## config.mk

```make
export PLATFORM = sky130hd
export DESIGN_NAME = serial_ripple_subtractor
export DESIGN_NICKNAME = d
export VERILOG_FILES = /design/src/rtl/sub_pkg.sv /design/src/rtl/full_subtractor.sv /design/src/rtl/serial_ripple_subtractor.sv
export SDC_FILE = /design/constraint.sdc
export NUM_CORES = 1
export LEC_CHECK = 0
export ABC_CLOCK_PERIOD_IN_PS = 1380
export CORE_MARGIN = 4
export CORE_UTILIZATION = 45
export CTS_CLUSTER_DIAMETER = 30
export DETAILED_ROUTE_END_ITERATION = 8
export PLACE_DENSITY = 0.73
export SLEW_MARGIN = 20
export SYNTH_ARGS = -nofsm -noshare
export SYNTH_HDL_FRONTEND = slang
export SYNTH_SLANG_ARGS = --single-unit
```

## constraint.sdc

```tcl
create_clock -name clk -period 1.38 [get_ports clk]
set_clock_uncertainty 0.1 [all_clocks]
set_input_delay 0.276 -clock clk [delete_from_list [all_inputs] [get_ports clk]]
set_output_delay 0.276 -clock clk [all_outputs]
set_load 0.01 [all_outputs]
```

## src/rtl/sub_pkg.sv

```systemverilog
// Shared types for the bit-serial subtractor: controller state encoding and
// the bit-counter width helper.
package sub_pkg;

    typedef enum logic [1:0] {
        IDLE = 2'd0,
        BUSY = 2'd1,
        DONE = 2'd2
    } state_t;

    // The counter must be able to hold the values 0..N.
    function automatic int cnt_width(input int n);
        return $clog2(n + 1);
    endfunction

    localparam int CNT_W_DEFAULT = cnt_width(4);

endpackage

```

## src/rtl/full_subtractor.sv

```systemverilog
// One-bit full subtractor built from gate primitives: d = a - b - bi,
// bo set when the position has to borrow from the next one.
module full_subtractor (
    output logic d,
    output logic bo,
    input  logic a,
    input  logic b,
    input  logic bi
);

    logic t_ab;
    logic na;
    logic x1;
    logic x2;
    logic x3;

    xor g_x1 (t_ab, a, b);
    xor g_x2 (d, t_ab, bi);

    // Borrow when the minuend bit is 0 and either b or bi is 1, or when both are 1.
    not g_n1 (na, a);
    and g_a1 (x1, na, b);
    and g_a2 (x2, na, bi);
    and g_a3 (x3, b, bi);
    or  g_o1 (bo, x1, x2, x3);

endmodule

```

## src/rtl/serial_ripple_subtractor.sv

```systemverilog
// Bit-serial N-bit subtractor: DIFF = A - B - bi, one bit per clock, LSB
// first, with the borrow carried between bit positions in a flop.
module serial_ripple_subtractor
    import sub_pkg::*;
#(
    parameter int N = 4
) (
    input  logic         clk,
    input  logic         rst,
    input  logic         in_valid,
    output logic         in_ready,
    input  logic [N-1:0] A,
    input  logic [N-1:0] B,
    input  logic         bi,
    output logic         out_valid,
    input  logic         out_ready,
    output logic [N-1:0] DIFF,
    output logic         bo,
    output logic         ovf,
    output logic [1:0]   dbg_state
);

    // Handshakes: a transfer happens on a rising edge where valid and ready
    // are both 1. Input side: in_ready is 1 only in IDLE. Output side:
    // out_valid is 1 only in DONE, and DIFF/bo/ovf hold until out_ready.
    localparam int CW = cnt_width(N);
    localparam logic [CW-1:0] LAST = CW'(N - 1);

    state_t          state;
    state_t          state_n;
    logic [N-1:0]    a_sr;
    logic [N-1:0]    b_sr;
    logic [N-1:0]    diff_r;
    logic            borrow;
    logic [CW-1:0]   cnt;
    logic            a_msb;
    logic            b_msb;
    logic            d_bit;
    logic            bo_bit;

    full_subtractor u_cell (
        .d  (d_bit),
        .bo (bo_bit),
        .a  (a_sr[0]),
        .b  (b_sr[0]),
        .bi (borrow)
    );

    always_ff @(posedge clk) begin
        if (rst) begin
            state <= IDLE;
        end else begin
            state <= state_n;
        end
    end

    always_comb begin
        state_n = state;
        case (state)
            IDLE:    if (in_valid)     state_n = BUSY;
            BUSY:    if (cnt == LAST)  state_n = DONE;
            DONE:    if (out_ready)    state_n = IDLE;
            default:                   state_n = IDLE;
        endcase
    end

    always_ff @(posedge clk) begin
        if (rst) begin
            a_sr   <= '0;
            b_sr   <= '0;
            diff_r <= '0;
            borrow <= 1'b0;
            cnt    <= '0;
            a_msb  <= 1'b0;
            b_msb  <= 1'b0;
        end else begin
            case (state)
                IDLE: begin
                    if (in_valid) begin
                        a_sr   <= A;
                        b_sr   <= B;
                        borrow <= bi;
                        cnt    <= '0;
                        a_msb  <= A[N-1];
                        b_msb  <= B[N-1];
                    end
                end
                BUSY: begin
                    // New difference bits enter at the MSB so that after N shifts
                    // bit 0 of the result sits at DIFF[0].
                    diff_r <= (diff_r >> 1) | (N'(d_bit) << (N - 1));
                    a_sr   <= a_sr >> 1;
                    b_sr   <= b_sr >> 1;
                    borrow <= bo_bit;
                    cnt    <= cnt + CW'(1);
                end
                default: ;
            endcase
        end
    end

    assign in_ready  = (state == IDLE);
    assign out_valid = (state == DONE);
    assign DIFF      = diff_r;
    assign bo        = borrow;
    assign ovf       = (a_msb != b_msb) & (diff_r[N-1] != a_msb);
    assign dbg_state = state;

endmodule

```

Yosys cells after proc, flatten, opt, wreduce, memory -nomap -nowiden:

Index checks and enable logic that the tools add are counted.

* output and inout port bits: 10
* logic and storage cells: 43
* register bits: 20

* bitwise logic cells: 8
* reduce and logical (&&, ||, !) cells: 6
* equal/unequal tests: 8
* muxes and demuxes: 12
* $add $sub $neg: 1

Operators by type and width (count)
* $pmux W4 S2: 2
* $mux W4: 2
* $mux W2: 3
* $pmux W2 S3: 1
* $pmux W3 S2: 1
* $and A1 B1 Y1: 4
* $ne A2 B2 Y1 const B: 2
* $or A3 B4 Y4: 1
* $reduce_and A2 Y1: 2
* $add A3 B1 Y3 const B: 1
* $eq A3 B2 Y1 const B: 1
* $mux W3: 1
* $reduce_and A3 Y1: 1
* $reduce_or A3 Y1: 1
* $eq A2 B1 Y1 const B: 1
* $eq A2 B2 Y1 const B: 1
* $logic_not A2 Y1: 1
* $ne A1 B1 Y1: 2
* $ne A2 B1 Y1 const B: 1
* $pmux W1 S2: 1
* $reduce_bool A2 Y1: 1
* $xor A1 B1 Y1: 2
* $mux W1: 1
* $not A1 Y1: 1

Logic depth before layout (Yosys ltp):

* word-level depth: 4
* gate-level depth with buffers: 5

Hierarchy:

A second synthesis with hierarchy kept.

* cell total of the unflattened synthesis: 95
* area, all modules: 892.1 um^2

By module, submodules not included
* serial_ripple_subtractor: area an instance 864.6 um^2, cells each 92, times used 1
* full_subtractor: area an instance 27.5 um^2, cells each 3, times used 1

Least setup slack after synthesis:

OpenSTA, ideal clock, no wires.

* path kind: register to register
* from: reg state[0], in the netlist dbg_state[0]
* to: reg b_msb
* setup time: 0.137 ns
* path slack: 0.097 ns
* arrival time: 1.047 ns
* stages on the path, launching flop included: 5
* path through: dfxtp_1 > buf_6 > or3b_2 > nand2_1 > a21oi_1

* word-level cells in the longest chain between the ends: 2

RTL lines
* start, declared: line serial_ripple_subtractor.sv:29 `state_t state;`
* start signal, assigned: line serial_ripple_subtractor.sv:53 `state <= state_n;`
* $logic_not A2 Y1: line serial_ripple_subtractor.sv:77 `case (state)`
* $reduce_and A2 Y1 (no line)
* end signal, assigned: line serial_ripple_subtractor.sv:85 `b_msb <= B[N-1];`
* end, declared: line serial_ripple_subtractor.sv:37 `logic b_msb;`

No other way between the ends.
A chain may end at the register's enable or synchronous reset.

Worst setup path after layout:

* from: reg diff_r[3], in the netlist DIFF[3]
* to: out ovf

* word-level cells in the longest chain between the ends: 2

RTL lines
* start, declared: line serial_ripple_subtractor.sv:33 `logic [N-1:0] diff_r;`
* start signal, assigned: line serial_ripple_subtractor.sv:91 `diff_r <= (diff_r >> 1) | (N'(d_bit) << (N - 1));`
* $ne A1 B1 Y1: line serial_ripple_subtractor.sv:106 `assign ovf = (a_msb != b_msb) & (diff_r[N-1] != a_msb);`
* $and A1 B1 Y1: line serial_ripple_subtractor.sv:106
* end, declared: line serial_ripple_subtractor.sv:19 `output logic ovf,`

No other way between the ends.

==> impl_metrics.ini <==
[grt]
grt_antenna_before_repair = 0
grt_first_pass_wirelength_mm = 3.305
grt_usage_pct = 15.85
globalRoute.totalOverflow = 0
grt.busiest_layer = met2
grt_use_met1_pct = 17.35
grt_start_max_net_pins = 21
globalRouteMet3Util_pct = 2.535
grt_pass1_vias = 815
gr-usage-met2_pct = 29.59

[floorplanning]
total_die_area_um2 = 2854
core_um2 = 1962
chipHeight_um = 53.42
initial_core_util_pct = 47.32
placementRows = 16
chipWidth_um = 53.42
top_level_ports = 23

[logic_synthesis]
summed_instance_area_of_the_synthesized_netlist_um2 = 928.4
syn_nets = 112
sequential_fraction_of_the_synthesis_area_pct = 43.13
postSynthAreaPerCell_um2 = 9.671
yosysUniqueCellTypes = 22
synthCells = 96
yosys_register_bits = 20
synth-warning-count = 0

[placement]
post_dp_cell_area_um2 = 1214
post-dp-hpwl_mm = 1.374
place.port_buffers = 22
gpl.final_weighted_congestion = 0.6756

[cells_and_area]
final_cell_area_um2 = 1328
finish.utilization_pct = 67.67
design.final.nets = 146
final_layout_size_suffix_gt1_share_pct = 37.21
area_growth_pct = 42.99
antenna_cells_inserted = 0

[critical_path]
cp-start-kind = register
worst_r2r_startpoint = dbg_state[1]$_SDFFE_PP0P_
slowest_delay_ns = 0.34
path_delay_family = flip-flops
cp-end-kind = primary output
worstPathCellList = nor2_1, nand2_1, o21ai_1, buf_2
crit_slowest_cell = dfxtp_2
cp.buffers_inverters = 1
critical_path_required_ns = 1.00
crit_path_start = DIFF[3]$_SDFFE_PP0N_
critPathKind = reg2out
crit_arrival_ns = 0.99
cp_max_fo = 3

[timing]
max_freq_mhz = 731.3
timing.final.hold_violations = 0
fin_crit_share_pct = 99.08
final_max_slew_viols = 0
setup-violations-final = 0
grt_setup_unrepaired = yes
max_slew.worst_pin.slew_ns = 0.2097
slew_headroom_pct = 85.62
fin_crit_ns = 1.367

[clocking]
cts_htree_levels = 1
clk_pin_slew_ns = 0.11
cts-root-to-sink-buffers = 2
tritoncts = done
cts.hold.buffers_added = 0
cts_num_sinks = 20
ctsRootBufferMaster = clkbuf_4
clock_insertion_delay_worst_skew_ns = 0.29
cts-buffers-inserted = 3

[power]
leakagePower_uw = 0.0005653
power.sequential.fraction_pct = 52.2
vdd_drop_max_mv = 0.5266
switching_share_pct = 25.35
combinationalPowerShare_pct = 20.5
switching_power_uw = 310.5
power.density_cell_area_nw_per_um2 = 922.6
share_clk_of_total_power_pct = 27.2
internal_power_uw = 914.3

[job]
maxCapViolCount = 0

[route]
vias_per_cell = 4.949
wirelength_per_cell_um = 12.50
dr_total_vias = 772
post-route-drc-count = 0
firstDrtPassIters = 2
antenna_violating_nets_post_route = 0
dr.first_iter.drc_count = 2
drt_wl_total_mm = 1.950

[hold_path]
timing.hold.worst.start = b_msb$_SDFFE_PP0P_
worst_hold_path_type = reg2reg

[outcome]
outcome = complete, no violations
[cells in the mapped netlist]
cell type   n  area share, %
o21bai_1    1           0.81
inv_1       5            2.0
or3b_2      1           0.94
o21ai_0     3            1.6
ha_1        2            2.7
buf_6       3            3.6
nand2_1     6            2.4
buf_4       2            1.6
nor2_2      3            2.0
a22oi_1     3            2.4
mux2i_1    12             13
a211oi_1    5            4.0
fa_1        1            2.2
nor2_1     15            6.1
dfxtp_1    20             43
nor3b_1     1           0.81
a21oi_1     4            2.2
a211oi_2    3            4.0
nor3_1      1           0.54
clkbuf_1    2           0.81
nor2b_1     2            1.3
o21ba_4     1            1.8
[cells in the final DEF (no fill, tap or decap), types with 2 or more instances in the layout]
cell             instances
dlygate4sd2_1            4
ha_1                     2
a211oi_2                 6
nor2_2                   4
o21ai_0                  2
mux2i_1                 12
a22oi_2                  3
a211oi_1                 2
buf_2                    3
clkdlybuf4s50_1         12
clkbuf_2                 2
buf_6                    2
nand2_1                  6
a21oi_1                  4
inv_1                    5
dfxtp_2                  5
dfxtp_1                 14
buf_4                    9
clkbuf_4                 3
nor2_1                  14
[cells by family (layout without fill, tap and decap cells)]
kind of cell | after synthesis | count (layout) | share of synthesized area, %
AOI/OAI and AO/OA | 20 | 21 | 16.85
adders and majority gates | 3 | 3 | 4.851
buffers and inverters | 12 | 44 | 8.086
DFF | 20 | 20 | 43.13
muxes | 12 | 12 | 12.94
and+or+nand+nor | 29 | 29 | 14.15
[flip-flops by register name, summed over array words and instances (netlist names)]
signal     cells
DIFF           4
a_sr           4
b_sr           4
cnt            3
dbg_state      2
a_msb          1
b_msb          1
bo             1
[per-stage QoR]
stage | power, uW | setup slack [ns] | hold WS [ns] | TNS (ns) | std cells
floorplan | 781.1 | 0.09655 | 0.3346 | 0 | 96
global placement | 875.0 | -0.2314 | 0.3684 | -1.922 | 148
detailed placement | 881.7 | -0.2484 | 0.3725 | -2.405 | 148
CTS | 1214 | -0.003410 | 0.3856 | -0.003410 | 155
global route | 1287 | -0.08663 | 0.4039 | -0.1416 | 156
finish | 1225 | 0.01266 | 0.3797 | 0 | 156
[worst reg2reg max path, stage by stage (launching register included)]
cell	delay (ns)
dfxtp_2	0.33
buf_4	0.15
buf_4	0.16
o21ba_2	0.33
nor2_2	0.05
a211oi_2	0.18
[final timing paths]
path	to	slack, ns	cells past startpoint
worst max register to register	a_sr[2]$_SDFFE_PP0P_	0.02	5
worst max-delay path	ovf	0.01	4
worst min register to register	b_msb$_SDFFE_PP0P_	0.38	2
worst min-delay path	b_msb$_SDFFE_PP0P_	0.38	2
[repair_timing]
action / in CTS / in global routing
setup endpoints to repair: 16 / 17
pin swaps: 0 / 1
buffers inserted: 2 / 0
cloned: 1 / 1
gates resized for setup: 29 / 18
[per-layer routing]
metal,part of all wire [%],routed length [um],up-vias
met5,0,0,-
met4,0.51,10,0
met3,3.9,77,2
met2,51,987,13
met1,45,875,362
li1,-,-,395
[final cells by class]
type	count	area [um2]
Inverter	5	18.77
Multi-Input combinational cell	65	516.7
Fill cell	165	634.4
Clock buffer	4	36.28
Tap cell	27	33.78
Timing Repair Buffer	35	311.5
Sequential cell	20	410.4
[power by group through the flow]
stage | sequential, uW | combinational, uW | clock (uW)
final | 640 | 252 | 333
after global routing | 645 | 277 | 365
after global placement | 649 | 226 | 0
after CTS | 639 | 234 | 342
after detailed placement | 650 | 231 | 0
after floorplan | 650 | 131 | 0
(Power assumes the default switching activity.)
